--- config.mk ---
export PLATFORM = sky130hd
export DESIGN_NAME = id_ex_latch
export DESIGN_NICKNAME = d
export VERILOG_FILES = /design/src/rtl/id_ex_latch.sv
export SDC_FILE = /design/constraint.sdc
export NUM_CORES = 1
export LEC_CHECK = 0
export ABC_AREA = 1
export ABC_CLOCK_PERIOD_IN_PS = 2470
export BUFFER_PORTS_ARGS = -buffer_cell sky130_fd_sc_hd__buf_4
export CORE_AREA = 4 4 238 240
export CTS_BUF_LIST = sky130_fd_sc_hd__clkbuf_8
export DETAILED_ROUTE_END_ITERATION = 7
export DIE_AREA = 0 0 242 244
export SYNTH_ARGS = -nofsm -noshare
export SYNTH_HDL_FRONTEND = slang
export SYNTH_SLANG_ARGS = --single-unit
--- constraint.sdc ---
create_clock -name clock -period 2.47 [get_ports clock]
set_input_delay 0.1235 -clock clock [delete_from_list [all_inputs] [get_ports clock]]
set_output_delay 0.1235 -clock clock [all_outputs]
set_load 0.02 [all_outputs]
--- src/rtl/id_ex_latch.sv ---
// id_ex_latch: dual-lane ID/EX pipeline register that splits dependent pairs via a one-entry lane B skid.
// Ports: clock, reset (async active-low); a_*/b_* decoded lane inputs; stall, flush;
//        ex_a_*/ex_b_* registered lanes; id_hold (comb, upstream hold); split_count (saturating).
module id_ex_latch (
  input  logic        clock,
  input  logic        reset,
  input  logic        a_valid,
  input  logic        b_valid,
  input  logic [10:0] a_ctrl,
  input  logic [10:0] b_ctrl,
  input  logic [31:0] a_pc,
  input  logic [31:0] b_pc,
  input  logic [31:0] a_rs_data,
  input  logic [31:0] a_rt_data,
  input  logic [31:0] b_rs_data,
  input  logic [31:0] b_rt_data,
  input  logic [31:0] a_imm,
  input  logic [31:0] b_imm,
  input  logic [4:0]  a_rd,
  input  logic [4:0]  b_rs,
  input  logic [4:0]  b_rt,
  input  logic [4:0]  b_rd,
  input  logic        stall,
  input  logic        flush,
  output logic        ex_a_valid,
  output logic [10:0] ex_a_ctrl,
  output logic [31:0] ex_a_pc,
  output logic [31:0] ex_a_rs_data,
  output logic [31:0] ex_a_rt_data,
  output logic [31:0] ex_a_imm,
  output logic [4:0]  ex_a_rd,
  output logic        ex_b_valid,
  output logic [10:0] ex_b_ctrl,
  output logic [31:0] ex_b_pc,
  output logic [31:0] ex_b_rs_data,
  output logic [31:0] ex_b_rt_data,
  output logic [31:0] ex_b_imm,
  output logic [4:0]  ex_b_rd,
  output logic        id_hold,
  output logic [15:0] split_count
);
  typedef struct packed {
    logic        valid;
    logic [10:0] ctrl;
    logic [31:0] pc;
    logic [31:0] rs_data;
    logic [31:0] rt_data;
    logic [31:0] imm;
    logic [4:0]  rd;
  } lane_t;
  typedef enum logic {PAIR, SPLIT} state_t;
  state_t      state_q, state_d;
  lane_t       a_in, b_in, ex_a_q, ex_a_d, ex_b_q, ex_b_d, skid_q, skid_d;
  logic [15:0] split_count_q, split_count_d;
  logic        raw, mem2, cf, split;
  // ctrl is masked by valid so an invalid lane never carries live control bits
  assign a_in = '{valid: a_valid, ctrl: a_ctrl & {11{a_valid}}, pc: a_pc,
                  rs_data: a_rs_data, rt_data: a_rt_data, imm: a_imm, rd: a_rd};
  assign b_in = '{valid: b_valid, ctrl: b_ctrl & {11{b_valid}}, pc: b_pc,
                  rs_data: b_rs_data, rt_data: b_rt_data, imm: b_imm, rd: b_rd};
  assign raw   = a_ctrl[10] && a_rd != 5'd0 && (a_rd == b_rs || a_rd == b_rt);
  assign mem2  = |a_ctrl[3:2] && |b_ctrl[3:2];
  assign cf    = |a_ctrl[8:4];
  assign split = a_valid && b_valid && (raw || mem2 || cf);
  always_ff @(posedge clock or negedge reset)
    if (!reset) begin
      state_q       <= PAIR;
      ex_a_q        <= '0;
      ex_b_q        <= '0;
      skid_q        <= '0;
      split_count_q <= '0;
    end else begin
      state_q       <= state_d;
      ex_a_q        <= ex_a_d;
      ex_b_q        <= ex_b_d;
      skid_q        <= skid_d;
      split_count_q <= split_count_d;
    end
  always_comb begin
    state_d = state_q;
    if (flush)
      state_d = PAIR;
    else if (!stall)
      state_d = (state_q == PAIR && split) ? SPLIT : PAIR;
  end
  always_comb begin
    ex_a_d        = ex_a_q;
    ex_b_d        = ex_b_q;
    skid_d        = skid_q;
    split_count_d = split_count_q;
    if (flush) begin
      ex_a_d = '0;
      ex_b_d = '0;
      skid_d = '0;
    end else if (!stall) begin
      if (state_q == SPLIT) begin
        ex_a_d = skid_q;
        ex_b_d = '0;
        skid_d = '0;
      end else begin
        ex_a_d        = a_in;
        ex_b_d        = split ? '0 : b_in;
        skid_d        = split ? b_in : '0;
        split_count_d = split_count_q + {15'd0, split && split_count_q != 16'hFFFF};
      end
    end
  end
  // upstream already holds on stall, and flush discards the pair, so neither needs id_hold
  always_comb id_hold = state_q == PAIR && split && !stall && !flush;
  assign ex_a_valid   = ex_a_q.valid;
  assign ex_a_ctrl    = ex_a_q.ctrl;
  assign ex_a_pc      = ex_a_q.pc;
  assign ex_a_rs_data = ex_a_q.rs_data;
  assign ex_a_rt_data = ex_a_q.rt_data;
  assign ex_a_imm     = ex_a_q.imm;
  assign ex_a_rd      = ex_a_q.rd;
  assign ex_b_valid   = ex_b_q.valid;
  assign ex_b_ctrl    = ex_b_q.ctrl;
  assign ex_b_pc      = ex_b_q.pc;
  assign ex_b_rs_data = ex_b_q.rs_data;
  assign ex_b_rt_data = ex_b_q.rt_data;
  assign ex_b_imm     = ex_b_q.imm;
  assign ex_b_rd      = ex_b_q.rd;
  assign split_count  = split_count_q;
endmodule

Word-level counts from Yosys, hierarchy flattened

Cells that the tools add are included.

Flip-flop bits (word level): 452
Input bits: 304
Output and inout bits: 307
Word-level logic and storage cells: 66

Add/subtract/negate cells: 1
Equality and inequality tests: 4
Multiplexer cells: 14
Bitwise operators: 5
Reductions and logical operators: 19

Operators by type and width:

| cell                                                   | number |
|---|---|
| 2-to-1 mux 145 bit                                     | 11 |
| AND 11 bit                                             | 2 |
| adder 16 x 1 -> 16 bit                                 | 1 |
| inequality test 16 bit (second input constant)         | 1 |
| equality test 5 bit                                    | 2 |
| logical AND 1 bit                                      | 9 |
| nonzero test 5 bit                                     | 1 |
| OR reduction 5 bit                                     | 1 |
| OR reduction 2 bit                                     | 2 |
| logical OR 1 bit                                       | 3 |
| 2-to-1 mux 1 bit                                       | 3 |
| inverter 1 bit                                         | 3 |
| AND reduction 3 bit                                    | 1 |
| logical NOT 1 bit                                      | 2 |
| inequality test 2 x 1 -> 1 bit (second input constant) | 1 |

Depth between registers and ports, before layout

Gate-level depths: netlist (run 1).

Word-level depth: 10
Depth in mapped cells: 23
Gate-level depth less buffers: 21

Worst setup path after synthesis (run 1)

OpenSTA, ideal clock, no wires.

Path kind: input port to flip-flop
Start: in a_rd[1]
End: reg split_count_q[13] (netlist: split_count[13])
Setup time: 0.121 ns
Data arrival time: 2.082 ns
Data required time: 2.349 ns
Path slack: 0.267 ns
Stages: 22
Path through: inv_1 nand2_1 nand2_1 nor2_1 nand3_1 nand2_1 nand2_1 nand2_1 nand2_1 buf_2 buf_2 a21oi_1 ha_1 nand2_1 inv_1 nand2_1 nor2_1 nand2_1 nor2_1 nand3_1 o21ai_1 nand2_1

Longest elaborated chain between the ends: 8

Ends and longest elaborated chain:

| element                                                   | RTL line | text |
|---|---|---|
| from (decl)                                               | 19       | `input logic [4:0] a_rd,` |
| equality test 5 bit or nonzero test 5 bit (tied branches) | 61       | `assign raw = a_ctrl[10] && a_rd != 5'd0 && (a_rd == b_rs \|\| a_rd == b_rt);` |
| logical OR 1 bit or logical AND 1 bit (tied branches)     | 61       |  |
| logical AND 1 bit (*)                                     | 61       |  |
| logical OR 1 bit (*) (2 in a row)                         | 64       | `assign split = a_valid && b_valid && (raw \|\| mem2 \|\| cf);` |
| logical AND 1 bit (*)                                     | 64       |  |
| logical AND 1 bit (*)                                     | 104      | `split_count_d = split_count_q + {15'd0, split && split_count_q != 16'hFFFF};` |
| adder 16 x 1 -> 16 bit (*)                                | 104      |  |
| to (signal assigned)                                      | 77       | `split_count_q <= split_count_d;` |
| to (decl)                                                 | 54       | `logic [15:0] split_count_q, split_count_d;` |

Every way passes the cells marked *; elsewhere a longest branch is shown, timed or not.
A chain may end at the register's enable or synchronous reset.

Worst setup path in the final report (run 1)

Start: reg state_q
End: reg ex_b_q (netlist bit ex_b_ctrl[9])

Longest elaborated chain between the ends: 3

Ends and longest elaborated chain:

| element                | RTL line | text |
|---|---|---|
| from (decl)            | 52       | `state_t state_q, state_d;` |
| from (signal assigned) | 73       | `state_q <= state_d;` |
| 2-to-1 mux 145 bit     | 96       | `if (state_q == SPLIT) begin` |
| 2-to-1 mux 145 bit     | 95       | `end else if (!stall) begin` |
| 2-to-1 mux 145 bit     | 91       | `if (flush) begin` |
| to (signal assigned)   | 69       | `ex_b_q <= '0;` |
| to (signal assigned)   | 75       | `ex_b_q <= ex_b_d;` |
| to (decl)              | 53       | `lane_t a_in, b_in, ex_a_q, ex_a_d, ex_b_q, ex_b_d, skid_q, skid_d;` |

No other way between the ends. The select of a mux whose other input is x is not followed.

==> results of run 1 <==
==> logic make-up after synthesis <==
| family | synth area share [%] |
|---|---|
| AOI/OAI and AO/OA | 6.148 |
| xor gates and xnor gates | 0.6816 |
| adders and majority gates | 0.1948 |
| buffers and inverters | 4.655 |
| and+or+nand+nor | 29.64 |
| DFF | 58.69 |
==> worst max-delay path by stage <==
stage,to,from,slack [ps]
floorplan,split_count[13]$_DFFE_PN0P_,a_rd[1],270
global placement,split_count[13]$_DFFE_PN0P_,a_rd[4],80
detailed placement,split_count[13]$_DFFE_PN0P_,a_rd[4],-5
CTS,id_hold,a_ctrl[2],5
global route,ex_b_ctrl[9]$_DFFE_PN0P_,state_q$_DFFE_PN0P_,1
finish,ex_b_ctrl[9]$_DFFE_PN0P_,state_q$_DFFE_PN0P_,110
==> critical path, stage by stage (launching register included) <==
cell	delay, ps
dfrtp_4	590
nor2_4	190
buf_4	230
inv_1	160
nor2_1	140
buf_4	200
nand3_1	90
nand2_1	110
dlygate4sd3_1	570
==> power by group <==
group / internal, mW / total, mW / switching [mW] / leakage (nW)
sequential: 7.75 / 8.00 / 0.251 / 6.11
combinational: 1.30 / 2.96 / 1.66 / 8.71
clock: 3.78 / 6.95 / 3.18 / 0.930
==> timing repair <==
item | in CTS | in global routing
buffers inserted | 0 | 2
setup endpoints to repair | 0 | 17
hold endpoints to repair | 819 | 0
gates resized for setup | 0 | 2
hold buffers | 311 | 0
==> metal layers <==
layer / global-route usage [%] / vias to the layer above / share of wire [%]
li1: - / 9048 / -
met3: 5.888 / 233 / 6.7
met5: 0 / - / 0.011
met1: 31.00 / 9482 / 40
met4: 11.58 / 2 / 5.1
met2: 40.70 / 866 / 48
==> synth_stat cells (all sizes together) <==
cell type    n  area, um^2
nor2       276        1044
buf         88       450.4
ha           3       37.54
o31ai      128       960.9
o21ai       20       100.1
nor4         1       6.260
xor2        11       96.34
and3         1       6.260
a21oi        7       35.03
nand4      148       925.9
a22oi       11       82.58
nand3      151       755.7
inv         31       116.4
o22ai        1       6.260
xnor2        4       35.03
dfrtp      452       11310
nor3         4       20.02
clkbuf      88       330.3
nand2      787        2954
==> sequential cells by signal, summed over array words and instances (netlist names), 5 cells and up <==
signal	count
ex_a_ctrl	11
ex_a_imm	32
ex_a_pc	32
ex_a_rd	5
ex_a_rs_data	32
ex_a_rt_data	32
ex_b_ctrl	11
ex_b_imm	32
ex_b_pc	32
ex_b_rd	5
ex_b_rs_data	32
ex_b_rt_data	32
skid_q	145
split_count	16
==> cell type report <==
type	count	area share (%)
timing repair buffer	963	28.15
clock buffer	101	4.748
tap	704	3.009
inverter	31	0.4317
sequential	452	38.65
antenna	4	0.03419
multi-input combinational	1553	24.25
clock inverter	42	0.7223
==> through the flow <==
stage | TNS (ps) | instances | util (%) | hold WS, ps | setup slack [ps]
detailed placement | -5.022 | 3390 | 44.85 | 100.8 | -5.022
global placement | 0 | 3390 | 44.85 | 94.95 | 83.59
global route | 0 | 3849 | 53.55 | 116.9 | 1.019
CTS | 0 | 3844 | 53.50 | 75.95 | 4.889
finish | 0 | 3850 | 53.56 | 163.6 | 105.6
floorplan | 0 | 2212 | - | -172.1 | 267.5
==> results.md, run 1 <==
* Die Ht at 244 um
* Avg Cell Area, Syn at 8.713 um^2
* Core ar. at between 50000 and 60000 um^2
* WP data required at 3020 ps
* Max Root-Sink Buffers at 3
* Largest net degree at the start of global routing at 157
* Max_cap viols at 0
* Slew HR at 27.41%
* RSZ-0062 raised after global routing: no
* I/O Pins at 611
* Congestion Overflow GR at 0
* Commonest non-fill, non-tap cell in the layout: nand2_1
* Max VDD drop at 373.3 uV
* DR iter-0 viols at 1587
* Seq/Total Area, Yosys at between 50% and 60%
* Initial core utilization at 35.26%
* R2r worst-path depth at 8
* Commonest non-fill, non-tap cells in the layout: nand2_1 (784), buf_4 (633), dfrtp_1 (451)
* Drt first pass iters at 7
* Layout cells sized above 1 at 24.86%
* Area growth, synth to finish at 51.90%
* Vias in the first global route at 20200
* Die Wd at 242 um
* Warnings, synthesis at 0
* Status: finished, final reports clean
* Min-Delay Path Depth at 6
* PD cells at 611.9 nW/um^2
* CTS tree: done
* Worst Setup Start Kind: flop
* Initial antenna violation count at 4
* Critical Path Fanout Max at 12
* Full die area at 59050 um^2
* Synthesized area at 19270 um^2
* R2r setup slk at 110 ps
* Hold Path Class: in2reg
* Clock Latency Late Sink at approximately 630 ps
* GP Congestion at around 0.89
* Register Area at roughly 11000 um^2
* P_leak at roughly 16 nW
* Yosys reg bits at roughly 450
* Fmax at 0.4229 GHz
* Mapped Cells at between 2000 and 2500
* Max-slew violation count at 0
* Clock skew at 29.15 ps
* Crit path DAT at 2920 ps
* HPWL after DPL at 47.80 mm
* First-pass GRT wire length at between 100 and 150 mm
* Number of core rows at 86
* Vias per Instance at 5.099
* Setup crit end kind: flop
* Final-stage net count at 3387
* RR Endpoint: ex_b_ctrl[9]$_DFFE_PN0P_
* Routed Antenna Nets at 0
* CTS Sinks at between 400 and 500
* Root buf cell: clkbuf_8
* Vias at 19630
* Fillers at 4855
* Fin crit share at 95.73%
* Total GRT Usage at 24.73%
* CTS buffer count at between 70 and 80
* Final wirelength at 75.61 mm
* Worst R2R Start: state_q$_DFFE_PN0P_
* Hold endpoint: ex_a_ctrl[2]$_DFFE_PN0P_
* PortBufs at 610
* Tightest Pin Transition at 1089 ps
* Setup Viol. Count Final at 0
* Endpoints failing hold at 0
* Hold Crit Start: a_valid
* Remaining DRCs at 0
* Area after DPL at 24520 um^2
* Final Power at 17.92 mW
* Fin area at between 20000 and 30000 um^2
* Area taken by multi-input logic gates at 7101 um^2
* WS Path Type: reg2reg
* Htree depth at 3
* Final min period at 2364 ps
* Reg clk slew, reported paths at ~60 ps
* Yosys cell types at 26
* Syn Nets at 2519
* Avg WL per Cell at 19.64 um
Note: power is estimated with default switching activity, not from simulation.
==> run 2: changes to the inputs <==
CORE_AREA = default   (was 4 4 238 240)
CORE_ASPECT_RATIO = 2   (was default)
CORE_MARGIN = 4   (was default)
CORE_UTILIZATION = 24   (was default)
DIE_AREA = default   (was 0 0 242 244)
==> results.md, run 2 (synthesis gave the netlist of run 1 again) <==
* Hold Path Class: in2reg
* First-pass GRT wire length at 125.1 mm
* Clock skew at around 43 ps
* Final Power at 17.94 mW
* WS Path Type: in2reg
* Final-stage net count at 3411
* NetSw at 5.201 mW
* Critical Path Slowest Stage Cell: dlygate4sd3_1
* Reg clk slew, reported paths at approximately 70 ps
* Met3 routed WL at 5.889 mm
* Critical Path Fanout Max at 45
* Vias per Instance at 4.631
* Largest net degree at the start of global routing at roughly 150
* CTS buffer count at 72
* CTS tree: done
* Max_cap viols at 0
* Setup crit end kind: flop
* P_leak at 15.83 nW
* HPWL after DPL at 54.66 mm
* Post-Place Cells at 3764
* Remaining DRCs at 0
* PD cells at 601.0 nW/um^2
* Routed Antenna Nets at 0
* Max Root-Sink Buffers at 3
* Clock power frac at roughly two fifths
* Number of core rows at 146
* Total GRT Usage at 18.63%
* Status: finished, final reports clean
* Slew HR at between 30% and 40%
* Initial core utilization at 24.25%
* Vias at 19420
* Commonest non-fill, non-tap cells in the layout: nand2_1 (784), buf_4 (670), dfrtp_1 (451)
* Root buf cell: clkbuf_8
* Vias in the first global route at 20300
* Crit path top cell by count: buf_4
* Final Instance Count excl. Fillers at approximately 4200
* Critical Path, Cell by Cell: dlygate4sd3_1 -> buf_4 -> nor3_1 -> and3_1 -> nand2_4 -> nand2_4 -> buf_4 -> buf_4 -> nand3_1 -> nand2_1 -> dlygate4sd3_1
* Clock Latency Late Sink at between 600 and 700 ps
* Full die area at ~85000 um^2
* PortBufs at 610
* Crit path DAT at 3000 ps
* Met2 WL post-DR at about 40 mm
* WP data required at 3090 ps
* Final wirelength at about 80 mm
* I/O Pins at 611
* CTS Sinks at 452
* Reg with most FFs: skid_q
* Worst Path Buf+Inv at 5
* Setup Viol. Count Final at 0
* Max reg flops at 145
* Sequential share of power at between 40 and 50%
* Avg WL per Cell at 19.48 um
* Die Wd at 208.4 um
* Routed metal-1 wire length at 32.11 mm
* GP Congestion at 0.8708
* Fmax at between 0.4 and 0.5 GHz
* Post-layout util at 37.57%
* Layout cells sized above 1 at 25.90%
* Endpoints failing hold at 0
* Internal power at between 10 and 15 mW
* DR iter-0 viols at roughly 1100
* Max-slew violation count at 0
* Fillers at approximately 8000
* Drt first pass iters at 8
* Uppermost layer routed: met4
* Slowest stage delay, CP at 540 ps
* Commonest non-fill, non-tap cell in the layout: nand2_1
* Tightest Pin Transition at 933.7 ps
* RSZ-0062 raised after global routing: no
* Max VDD drop at 464.9 uV
* Final min period at approximately 2400 ps
* Core ar. at about 79000 um^2
* Switching part of the total at 28.99%
* Worst Setup Start Kind: input port
* Combinational Power Share at 17.1%
* Initial antenna violation count at 2
* Htree depth at 3
* Fin crit share at 96.16%
* Congestion Overflow GR at 0
* Area growth, synth to finish at 54.89%
* Critical path's top delay family: buffers and inverters
* Die Ht at 408.8 um
## run 2: final cells by class
cell class                 count  area, um^2  area share [%]
antenna                        3       7.507         0.02515
clock buffer                  84        1156           3.873
clock inverter                40       337.8           1.132
inverter                      31       126.4          0.4233
multi-input combinational   1553        7098           23.78
sequential                   452       11310           37.90
tap                         1036        1296           4.342
timing repair buffer         994        8516           28.53
## run 2: worst reg2reg max path, delay by kind of cell, from the launching register on
kind,cells,cell delay (ps)
DFF,1,560
buffers and inverters,4,1160
and+or+nand+nor,4,530
## run 2: power groups by stage
stage / clock network [mW] / registers, mW / logic [mW]
after floorplan: 0 / 8.43 / 0.725
after global placement: 0 / 8.09 / 2.67
after detailed placement: 0 / 8.10 / 2.68
after CTS: 7.21 / 7.97 / 3.09
after global routing: 7.49 / 8.01 / 3.30
final: 6.91 / 7.97 / 3.06
## run 2: what timing repair did
item	CTS	global route
hold buffers	301	0
setup endpoints to repair	1	4
hold endpoints to repair	800	0
gates resized for setup	0	1
pin swaps	1	0
buffers inserted	1	0
## run 2: through the flow
step,hold slack [ps],worst slack (ps),cell area [um^2],setup TNS (ps)
after floorplan,-172.1,267.5,19270,0
after global placement,143.1,-65.66,25310,-176.0
after detailed placement,140.8,-99.12,25310,-265.9
after CTS,39.11,13.37,29840,0
after global routing,103.3,2.291,29850,0
final,159.4,94.87,29850,0
## run 2: worst paths after layout
path                                         from                  endpoint  slack, ps  cells after the start
setup / recovery                        a_ctrl[7]  ex_b_imm[18]$_DFFE_PN0P_         90                     11
hold / removal                              stall   ex_b_pc[29]$_DFFE_PN0P_        160                      7
setup reg to reg              state_q$_DFFE_PN0P_  ex_b_ctrl[4]$_DFFE_PN0P_        130                      8
hold reg to reg            skid_q[31]$_DFFE_PN0P_    skid_q[31]$_DFFE_PN0P_        480                      2
max in group asynchronous                   reset   skid_q[141]$_DFFE_PN0P_       1790                      4
min in group asynchronous                   reset   ex_b_imm[6]$_DFFE_PN0P_        180                      3
## run 2: layer usage
metal,global-route usage [%],vias to the layer above
li1,-,9093
met1,22.21,9302
met2,31.58,840
met3,4.459,183
met4,8.784,0
met5,0,-
==> run 3: changes to the inputs <==
HOLD_SLACK_MARGIN = 0.15   (was default)
MAX_ROUTING_LAYER = met4   (was default)
==> results.md, run 3 (synthesis gave the netlist of run 1 again) <==
* Setup Viol. Count Final at 0
* Combinational Power Share at 17.9%
* Hold Crit Start: b_pc[4]
* Core ar. at 79460 um^2
* CTS tree: done
* GP Congestion at 0.8850
* PD cells at between 500 and 600 nW/um^2
* P_leak at 16.36 nW
* Vias per Instance at 4.654
* Congestion Overflow GR at 0
* Status: finished, final reports clean
* Avg WL per Cell at 19.58 um
* Clock skew at a little over 40 ps
* Max-slew violation count at 0
* Fmax at about 0.42 GHz
* Reg with most FFs: skid_q
* I/O Pins at between 600 and 700
* Tightest Pin Transition at between 900 and 1000 ps
* Final wirelength at around 85 mm
* Area growth, synth to finish at 61.58%
* Setup crit end kind: flop
* Crit path DAT at between 3000 and 4000 ps
* CTS buffer count at 72
* Critical Path Fanout Max at 132
* Hold Path Class: in2reg
* Total GRT Usage at 19.76%
* Max_cap viols at 0
* Root buf cell: clkbuf_8
* Final-stage net count at 3537
* Worst R2R Start: state_q$_DFFE_PN0P_
* RR Endpoint: ex_b_pc[24]$_DFFE_PN0P_
* R2r worst-path depth at 6
* Clock power frac at approximately two fifths
* Largest net degree at the start of global routing at 146
* Full die area at roughly 85000 um^2
* Fin crit share at 96.71%
* First-pass GRT wire length at 129.2 mm
* DR iter-0 viols at around 1200
* HPWL after DPL at 54.66 mm
* Max reg flops at 145
* WP data required at 3090 ps
* Initial antenna violation count at 4
* CTS Sinks at 452
* Initial core utilization at 24.25%
* Post-Route Setup TNS at 0 ps
* Hold endpoint: ex_b_pc[4]$_DFFE_PN0P_
* Commonest non-fill, non-tap cell in the layout: nand2_1
* WS Path Type: in2reg
* Clock Latency Late Sink at 690 ps
* Vias at 20100
* Remaining DRCs at 0
* Switching part of the total at 28.94%
* Hold Worst Slack at 259.2 ps
* Max Root-Sink Buffers at 3
* Sequential share of power at 44.0%
* Final Power at 18.12 mW
* PortBufs at 610
* Htree depth at 3
* Min-Delay Path Depth at 4
* Final min period at 2389 ps
* Commonest non-fill, non-tap cells in the layout: nand2_1 (784), buf_4 (669), dfrtp_1 (451)
* Die Ht at 408.8 um
* Drt first pass iters at 5
* Vias in the first global route at 21400
* Number of core rows at 146
* Internal power at 12.87 mW
* Max VDD drop at around 460 uV
* RSZ-0062 raised after global routing: no
* NetSw at 5.243 mW
* Routed Antenna Nets at 0
* Reg clk slew, reported paths at 70 ps
* R2r setup slk at 140 ps
* Die Wd at 208.4 um
* Slew HR at 35.19%
* Worst Setup Start Kind: input port
* Layout cells sized above 1 at 24.94%
* Endpoints failing hold at 0
==> run 3: cell count changes in the layout (fill, tap and decap cells not counted), sizes merged <==
cell	delta
diode	+1
clkbuf	+1
dlygate4sd3	+125
==> run 3: how the worst max path moves through the flow <==
stage                     slack [ps]  cells after the start                start                           to
after detailed placement        -100                     21              a_rd[0]  split_count[13]$_DFFE_PN0P_
after global routing              20                      8  state_q$_DFFE_PN0P_     ex_b_ctrl[9]$_DFFE_PN0P_
after floorplan                  270                     22              a_rd[1]  split_count[13]$_DFFE_PN0P_
final                             80                      9                stall     ex_b_ctrl[7]$_DFFE_PN0P_
after CTS                         10                      8  state_q$_DFFE_PN0P_     ex_b_ctrl[9]$_DFFE_PN0P_
after global placement           -70                     21              a_rd[0]  split_count[13]$_DFFE_PN0P_
==> run 3: through the flow <==
stage               setup slack, ps  cell area, um^2  util [%]  std cells
floorplan                     267.5            19270         -       2212
global placement             -65.66            25310     31.85       3764
detailed placement           -99.12            25310     31.85       3764
CTS                           13.37            31100     39.14       4316
global route                  21.13            31140     39.19       4319
finish                        81.27            31140     39.19       4320
==> run 3: worst max-delay path, stage by stage <==
cell	delay, ps
dlygate4sd3_1	540
buf_4	120
inv_1	80
nor2_4	120
dlygate4sd3_1	690
buf_12	470
nand2_1	100
nand2_1	90
dlygate4sd3_1	540
==> run 3: timing repair <==
action                     4_1_cts  5_1_grt
gates cloned                     0        1
gates resized for setup          0        3
hold buffers                   427        0
hold endpoints to repair       890        0
setup endpoints to repair        1        7
setup buffers                    1        0
pin swaps                        1        0
==> run 3: layout make-up <==
cell class,count,area [um^2]
Timing Repair Buffer,1120,9803
Multi-Input combinational cell,1553,7098
Tap cell,1036,1296
Sequential cell,452,11310
Fill cell,7781,48320
Clock inverter,40,337.8
Clock buffer,84,1156
Antenna cell,4,10.01
Inverter,31,126.4
==> run 3: per-layer routing <==
layer | part of all wire [%] | vias up | wire [um] | GRT usage (%)
met5 | 0 | - | 0 | -
met4 | 5.0 | 0 | 4236 | 9.600
met3 | 6.9 | 216 | 5799 | 3.998
met2 | 49 | 923 | 41300 | 32.60
met1 | 39 | 9620 | 33260 | 23.00
li1 | - | 9345 | - | -
==> run 3: power groups by stage <==
stage               Sequential [mW]  Clock [mW]  Combinational (mW)
floorplan                      8.43           0               0.725
global placement               8.09           0                2.67
detailed placement             8.10           0                2.68
CTS                            7.97        7.21                3.24
global route                   8.01        7.49                3.48
finish                         7.97        6.90                3.24
